`config.mk`:
```
export PLATFORM = sky130hd
export DESIGN_NAME = cr_xp10_decomp_htf_bct_sat_seq
export DESIGN_NICKNAME = d
export VERILOG_FILES = /design/src/rtl/cr_xp10_decomp_htf_bct_sat_seq.sv
export SDC_FILE = /design/constraint.sdc
export NUM_CORES = 1
export LEC_CHECK = 0
export BUFFER_PORTS_ARGS = -buffer_cell sky130_fd_sc_hd__clkbuf_2
export CORE_MARGIN = 5
export CORE_UTILIZATION = 25
export DETAILED_ROUTE_END_ITERATION = 10
export PLACE_DENSITY = 0.46
export SYNTH_ARGS = -nofsm -noshare
export SYNTH_HDL_FRONTEND = slang
export SYNTH_SLANG_ARGS = --single-unit
```
`constraint.sdc`:
```
create_clock -name clk -period 16.4 [get_ports clk]
set_input_delay 3.28 -clock clk [delete_from_list [all_inputs] [get_ports clk]]
set_output_delay 3.28 -clock clk [all_outputs]
set_load 0.005 [all_outputs]
```
`src/rtl/cr_xp10_decomp_htf_bct_sat_seq.sv`:
```
// rtl/cr_xp10_decomp_htf_bct_sat_seq.sv - sequential per-length BCT/SAT writer for multiple Huffman tables
// Takes a code-length histogram and streams first-code/symbol-base beats with tree validity flags.
module cr_xp10_decomp_htf_bct_sat_seq #(
    parameter int MAX_DEPTH        = 27,
    parameter int WIDTH            = 10,
    parameter int NUM_TBL          = 2,
    parameter int TBL_W            = 1,
    parameter int ALLOW_INCOMPLETE = 0,
    parameter int ALLOW_SINGLE     = 1
) (
    input  logic                               clk,
    input  logic                               rst_n,
    input  logic                               hist_valid,
    output logic                               hist_ready,
    input  logic [TBL_W-1:0]                   hist_tbl,
    input  logic [$clog2(MAX_DEPTH+1)-1:0]     hist_depth,
    input  logic [MAX_DEPTH*WIDTH-1:0]         histogram,
    input  logic                               flush,
    output logic                               wr_valid,
    input  logic                               wr_ready,
    output logic [TBL_W-1:0]                   wr_tbl,
    output logic [$clog2(MAX_DEPTH+1)-1:0]     wr_addr,
    output logic                               wr_last,
    output logic [1:0]                         wr_err,
    output logic                               bct_valid,
    output logic [MAX_DEPTH-1:0]               bct_data,
    output logic [WIDTH-1:0]                   sat_data
);

    localparam int DW    = $clog2(MAX_DEPTH + 1);
    localparam int ACC_W = MAX_DEPTH + 2;
    localparam int TOT_W = WIDTH + DW;

    typedef enum logic [1:0] {IDLE, WRITE, ERR} state_t;

    state_t                     state_q, state_d;
    logic [MAX_DEPTH*WIDTH-1:0] hist_q, hist_d;
    logic [TBL_W-1:0]           tbl_q, tbl_d;
    logic [DW-1:0]              depth_q, depth_d;
    logic [DW-1:0]              len_q, len_d;
    logic [ACC_W-1:0]           code_q, code_d;
    logic [WIDTH-1:0]           sat_q, sat_d;
    logic                       single_q, single_d;

    logic [WIDTH-1:0] cnt_l;
    logic [TOT_W-1:0] total;
    logic [ACC_W-1:0] sum;
    logic [ACC_W-1:0] pow;
    logic             oversub;
    logic             incomplete;
    logic             last_len;
    logic             bad_hist;

    always_comb begin
        cnt_l = '0;
        for (int i = 0; i < MAX_DEPTH; i++) begin
            if (int'(len_q) == i + 1) cnt_l = hist_q[i*WIDTH +: WIDTH];
        end
    end

    // Total symbol count over the lengths actually in use; only "exactly one" matters.
    always_comb begin
        total = '0;
        for (int i = 0; i < MAX_DEPTH; i++) begin
            if (i < int'(hist_depth)) total = total + TOT_W'(histogram[i*WIDTH +: WIDTH]);
        end
    end

    // An out-of-range table id is reported like a bad depth rather than written anywhere.
    assign bad_hist = (hist_depth == '0) || (hist_depth > DW'(MAX_DEPTH)) ||
                      ({1'b0, hist_tbl} >= (TBL_W+1)'(NUM_TBL));

    assign sum        = code_q + ACC_W'(cnt_l);
    assign pow        = ACC_W'(1) << len_q;
    assign oversub    = (cnt_l != '0) && (sum > pow);
    assign last_len   = (len_q == depth_q);
    assign incomplete = (ALLOW_INCOMPLETE == 0) && (sum != pow) &&
                        !((ALLOW_SINGLE != 0) && single_q);

    always_comb begin
        state_d    = state_q;
        hist_d     = hist_q;
        tbl_d      = tbl_q;
        depth_d    = depth_q;
        len_d      = len_q;
        code_d     = code_q;
        sat_d      = sat_q;
        single_d   = single_q;
        hist_ready = 1'b0;
        wr_valid   = 1'b0;
        wr_tbl     = '0;
        wr_addr    = '0;
        wr_last    = 1'b0;
        wr_err     = 2'd0;
        bct_valid  = 1'b0;
        bct_data   = '0;
        sat_data   = '0;

        case (state_q)
            IDLE: begin
                hist_ready = 1'b1;
                if (hist_valid && !flush) begin
                    hist_d   = histogram;
                    tbl_d    = hist_tbl;
                    depth_d  = hist_depth;
                    len_d    = DW'(1);
                    code_d   = '0;
                    sat_d    = '0;
                    single_d = (total == TOT_W'(1));
                    state_d  = bad_hist ? ERR : WRITE;
                end
            end
            WRITE: begin
                wr_valid  = 1'b1;
                wr_tbl    = tbl_q;
                wr_addr   = len_q;
                bct_valid = (cnt_l != '0);
                bct_data  = code_q[MAX_DEPTH-1:0];
                sat_data  = sat_q;
                if (oversub) begin
                    wr_err  = 2'd1;
                    wr_last = 1'b1;
                end else if (last_len) begin
                    wr_last = 1'b1;
                    if (incomplete) wr_err = 2'd2;
                end
                if (wr_ready) begin
                    if (wr_last) begin
                        state_d = IDLE;
                    end else begin
                        code_d = sum << 1;
                        sat_d  = sat_q + cnt_l;
                        len_d  = len_q + DW'(1);
                    end
                end
            end
            ERR: begin
                wr_valid = 1'b1;
                wr_tbl   = tbl_q;
                wr_last  = 1'b1;
                wr_err   = 2'd3;
                if (wr_ready) state_d = IDLE;
            end
            default: state_d = IDLE;
        endcase

        if (flush) state_d = IDLE;
    end

    always_ff @(posedge clk or negedge rst_n) begin
        if (!rst_n) begin
            state_q  <= IDLE;
            hist_q   <= '0;
            tbl_q    <= '0;
            depth_q  <= '0;
            len_q    <= '0;
            code_q   <= '0;
            sat_q    <= '0;
            single_q <= 1'b0;
        end else begin
            state_q  <= state_d;
            hist_q   <= hist_d;
            tbl_q    <= tbl_d;
            depth_q  <= depth_d;
            len_q    <= len_d;
            code_q   <= code_d;
            sat_q    <= sat_d;
            single_q <= single_d;
        end
    end

endmodule

```
Yosys cells after proc, flatten, opt, wreduce, memory -nomap -nowiden

Cells that the tools add are included.

Word-level logic and storage cells: 208
Bits of input ports: 281
Output and inout port bits: 49
Flip-flop bits (word level): 323

Shift-type cells: 1
Muxes and demuxes: 88
Magnitude comparators: 29
Add/subtract/negate cells: 29
Reduce and logical (&&, ||, !) cells: 14
Equality and inequality tests: 39

Operators by type and width:

| cell                                                  | count |
|---|---|
| adder 15 x 10 -> 15 bit                               | 26 |
| 2-to-1 mux 15 bit                                     | 26 |
| 2-to-1 mux 10 bit                                     | 32 |
| 2-to-1 mux 29 bit                                     | 3 |
| equality test 5 bit (second input constant)           | 16 |
| one-hot mux 29 bit (2 select lines)                   | 1 |
| < comparator 5 bit (first input constant)             | 11 |
| equality test 5 x 4 -> 1 bit (second input constant)  | 8 |
| < comparator 4 x 5 -> 1 bit (first input constant)    | 8 |
| adder 29 x 10 -> 29 bit                               | 1 |
| > comparator 29 bit                                   | 1 |
| inequality test 29 bit                                | 1 |
| left shift 1 x 5 -> 29 bit (first input constant)     | 1 |
| 2-to-1 mux 27 bit                                     | 1 |
| < comparator 3 x 5 -> 1 bit (first input constant)    | 4 |
| 2-to-1 mux 5 bit                                      | 4 |
| one-hot mux 10 bit (2 select lines)                   | 1 |
| 2-to-1 mux 2 bit                                      | 9 |
| equality test 15 x 1 -> 1 bit (second input constant) | 1 |
| inequality test 3 bit (second input constant)         | 4 |
| adder 10 bit                                          | 1 |
| equality test 5 x 3 -> 1 bit (second input constant)  | 2 |
| < comparator 1 x 5 -> 1 bit (first input constant)    | 2 |
| < comparator 2 x 5 -> 1 bit (first input constant)    | 2 |
| 22 further kinds                                      | 34 |

Logic depth before layout (Yosys ltp)

Depth after elaboration: 55
Gate-level depth with buffers: 143
Gate-level depth less buffers: 140

Worst setup path before layout

No wires, ideal clock.

Kind: input to register
Start point: input hist_depth[4]
End point: register single_q
Slack: -10.432 ns
Required time: 16.305 ns
Arrival: 26.737 ns
Path buffers: 3
Cell stages on the path: 99
Setup time: 0.095 ns
Cells stage by stage: buf_6 nor2_1 clkbuf_1 nand2_1 clkbuf_1 and2_1 ha_1 inv_1 fa_1 mux2i_1 inv_1 fa_1 o21ai_0 o21a_1 fa_1 mux2_2 fa_1 mux2_2 [... 63 more ...] inv_1 fa_1 nor2_1 a21oi_1 inv_1 ha_1 a21o_1 a21oi_1 nor2b_1 o21a_1 o21a_1 o21a_1 or3_1 a2111oi_0 a21oi_1 nor4_1 o2111ai_1 o31ai_1

Longest elaborated chain between the ends: 55

Ends and longest elaborated chain:

| what                            | line | source |
|---|---|---|
| from (decl)                     | 16   | `input logic [$clog2(MAX_DEPTH+1)-1:0] hist_depth,` |
| < comparator 1 x 5 -> 1 bit     | 65   | `if (i < int'(hist_depth)) total = total + TOT_W'(histogram[i*WIDTH +: WIDTH]);` |
| 2-to-1 mux 10 bit               | 65   |  |
| adder 15 x 10 -> 15 bit         | 65   |  |
| 2-to-1 mux 15 bit               | 65   |  |
| adder 15 x 10 -> 15 bit         | 65   |  |
| 2-to-1 mux 15 bit               | 65   |  |
| adder 15 x 10 -> 15 bit         | 65   |  |
| 2-to-1 mux 15 bit               | 65   |  |
| [... 39 more ...]               | --   |  |
| 2-to-1 mux 15 bit               | 65   |  |
| adder 15 x 10 -> 15 bit         | 65   |  |
| 2-to-1 mux 15 bit               | 65   |  |
| adder 15 x 10 -> 15 bit         | 65   |  |
| 2-to-1 mux 15 bit               | 65   |  |
| adder 15 x 10 -> 15 bit         | 65   |  |
| 2-to-1 mux 15 bit *             | 65   |  |
| equality test 15 x 1 -> 1 bit * | 109  | `single_d = (total == TOT_W'(1));` |
| to (signal assigned)            | 168  | `single_q <= single_d;` |
| to (decl)                       | 43   | `logic single_q, single_d;` |

Mark *: on every way between the ends. The rest lies on a longest branch, timed or not.
A chain may end at the register's enable or synchronous reset.

Worst setup path in the final report

Start point: input hist_depth[0]
End point: register single_q

Same word-level chain as after synthesis.

==> results.json <==
{
  "cp_common_cell": "fa_1",
  "yosys_warnings": 0,
  "wl_per_cell_um": 20.9,
  "die_w_um": 378,
  "relSlewSlack_pct": 31.7,
  "synth_mux_area_share_pct": 10.7,
  "grt.overflow.total": 0,
  "holdBufCountCts": 0,
  "drc": 0,
  "busiest_layer": "met2",
  "final_max_slew_viol_count": 0,
  "cts.sinks": 322,
  "violations": "negative setup slack",
  "drive_gt1_share_pct": 40.6,
  "synth.area.top_cells": "dfrtp_1, ha_1, mux2_2",
  "portBuffers": 328,
  "synth-xor-area-share_pct": 8.59,
  "fp-row-count": 135,
  "clk_pin_slew_worst_paths_ns": 0.06,
  "hold_ws_ns": 0.480,
  "drtIter0Drc": 2009,
  "fin_skew_ns": 0.0424,
  "setup_ws_ns": -9.19,
  "firstDrtPassIters": 9,
  "clock-root-buffer": "clkbuf_16",
  "finalSetupTns_ns": -9.19,
  "synth_top_cell_area_share_pct": 23.8,
  "synth-seq-cells": 322,
  "r2r_start": "len_q[0]$_DFFE_PN0P_",
  "finalNetCount": 5952,
  "tightest_slew_ns": 1.02,
  "synth_fp_nets": 4688,
  "wirelength_mm": 150,
  "arrival_ns": 26.15,
  "synth_top_family_by_area": "compound AO/OA/AOI/OAI gates",
  "fmax_ghz": 0.0391,
  "slowest_stage": "fa_2",
  "min_period_ns": 25.59,
  "grt_start_max_net_pins": 146,
  "grt_pass1_wl_mm": 219,
  "critical_path.startpoint_type": "input pin",
  "postRouteAntennaNets": 0,
  "chipHeight_um": 378,
  "antenna_found_initial": 24,
  "yosys_most_used_dff": "dfrtp_1",
  "start_util_pct": 25.1,
  "synth-simple-area-share_pct": 16.0,
  "cp-startpoint": "hist_depth[0]",
  "end_kind": "register",
  "cts_tree": "done",
  "gp_congestion": 0.891,
  "grt_pass1_vias": 34300,
  "crit_type": "in2reg",
  "min-delay-start": "hist_q[161]$_DFFE_PN0P_",
  "netlist_area_sq_um": 33800,
  "yosys.area.top_type": "dfrtp_1",
  "avgSynthCellArea_sq_um": 8.33,
  "viasPerCell": 4.84,
  "cts-htree-levels": 2,
  "cap_violations": 0,
  "seq_area_frac_synth_pct": 23.8,
  "clk_path_buf_depth": 3,
  "design.die.area_sq_um": 143000,
  "finish.utilization_pct": 36.2,
  "hold_class": "reg2reg",
  "rsz0062_at_grt": "yes",
  "vias": 34600,
  "grt_util_met2_pct": 34.4,
  "cp_data_required_time_ns": 16.96,
  "synth_fa_ha_area_share_pct": 13.6,
  "synth-compound-area-share_pct": 23.1,
  "hold-path-cell-count": 2,
  "path_max_fanout": 3,
  "finalHoldViolCount": 0,
  "min_period_over_period_pct": 156,
  "boundaryPins": 330,
  "critical_path.max_stage_delay_ns": 0.54,
  "synth_edf_count": 0,
  "rr_worst_depth": 50,
  "syn2layout_area_growth_pct": 44.4,
  "outcome": "finished, violations left",
  "met1_usage_pct": 27.2,
  "synthArstFlopShare_pct": 100,
  "dp_slack_ns": -11.43,
  "core_area_sq_um": 135000,
  "gr-usage-met3_pct": 2.63,
  "setup_violations": 1,
  "hpwl_mm": 120,
  "numCtsBuffers": 46,
  "netlist_instances": 4061,
  "track_usage_pct": 20.3,
  "clk_latency_ns": 0.66,
  "synth.distinct_cells": 112
}
synth_stat cells (32+ instances only):
cell        n
a211oi_1   41
a21o_1     90
a21oi_1   350
a31oi_1    36
and2_1     78
clkbuf_1  154
dfrtp_1   322
ha_1      318
inv_1     194
mux2_2    291
nand2_1   453
nand2b_1   45
nand3_1    74
nor2_1    276
nor2b_1    62
nor3_1     51
o211ai_1   33
o21a_1     62
o21ai_0   344
o21bai_1   47
o22ai_1    32
xnor2_1   174
xor2_1     82
final timing paths:
kind                                      endpoint  slack [ns]
setup / recovery              single_q$_DFFE_PN0P_       -9.19
hold / removal             hist_q[161]$_DFFE_PN0P_        0.48
setup reg to reg              len_q[2]$_DFFE_PN0P_        4.29
hold reg to reg            hist_q[161]$_DFFE_PN0P_        0.48
max in group asynchronous  hist_q[238]$_DFFE_PN0P_       11.85
min in group asynchronous   hist_q[76]$_DFFE_PN0P_        2.55
state kept, by name, indices dropped and copies added, names as in the netlist:
register	count
code_q	28
depth_q	5
hist_q	270
len_q	5
sat_q	10
single_q	1
state_q	2
tbl_q	1
layout make-up:
class,instances,area (sq um)
clock inverter,24,308
clock buffer,61,1270
tap,1781,2230
multi-input combinational,3373,26600
timing repair buffer,1383,9620
antenna,11,27.5
sequential,322,8060
inverter,199,747
fill,13900,86100
layout by cell type (no fill, tap or decap), drive strengths merged, types with 74 or more instances in the layout:
master and instances:
inv 197, a21oi 354, nand3 74, clkbuf 387, nand2 455, nor2 278, xnor2 191, mux2 292
xor2 88, o21ai 356, and2 80, buf 1057, a21o 90, dfrtp 322, ha 318
metrics by stage:
stage | instance area [sq um] | instances
5_1_grt | 48800 | 7146
3_3_place_gp | 44300 | 6940
6_report | 48900 | 7154
3_5_place_dp | 44300 | 6940
4_1_cts | 47600 | 7098
2_1_floorplan | 34000 | 4061
cell families after synthesis:
logic type	Yosys count
fa+ha+maj	351
compound gates	1249
mux	324
xor+xnor	288
simple gates	1160
buf+inv	366
flops	322
other cells	1
critical path, delay by kind of cell:
kind / cells / cell delay [ns]
and+or+nand+nor: 17 / 2.01
AOI/OAI and AO/OA: 27 / 4.62
muxes: 9 / 2.49
buffers and inverters: 19 / 1.63
adders and majority gates: 27 / 12.05
repair_timing:
| action | in CTS | in global routing |
|---|---|---|
| pin swaps | 100 | 125 |
| gates resized for setup | 235 | 186 |
| endpoints found under the setup margin | 1 | 1 |
| buffers inserted | 73 | 45 |
| endpoints found under the hold margin | 0 | 0 |
routing by layer:
layer / wire length, um / vias to the layer above
met2: 70800 / 617
met4: 3800 / 10
met1: 68600 / 16700
met3: 6570 / 150
li1: - / 17200
met5: 50 / -
Power is not shown: default switching activity piles up to over one toggle a cycle in this logic, so the estimate is an artifact.
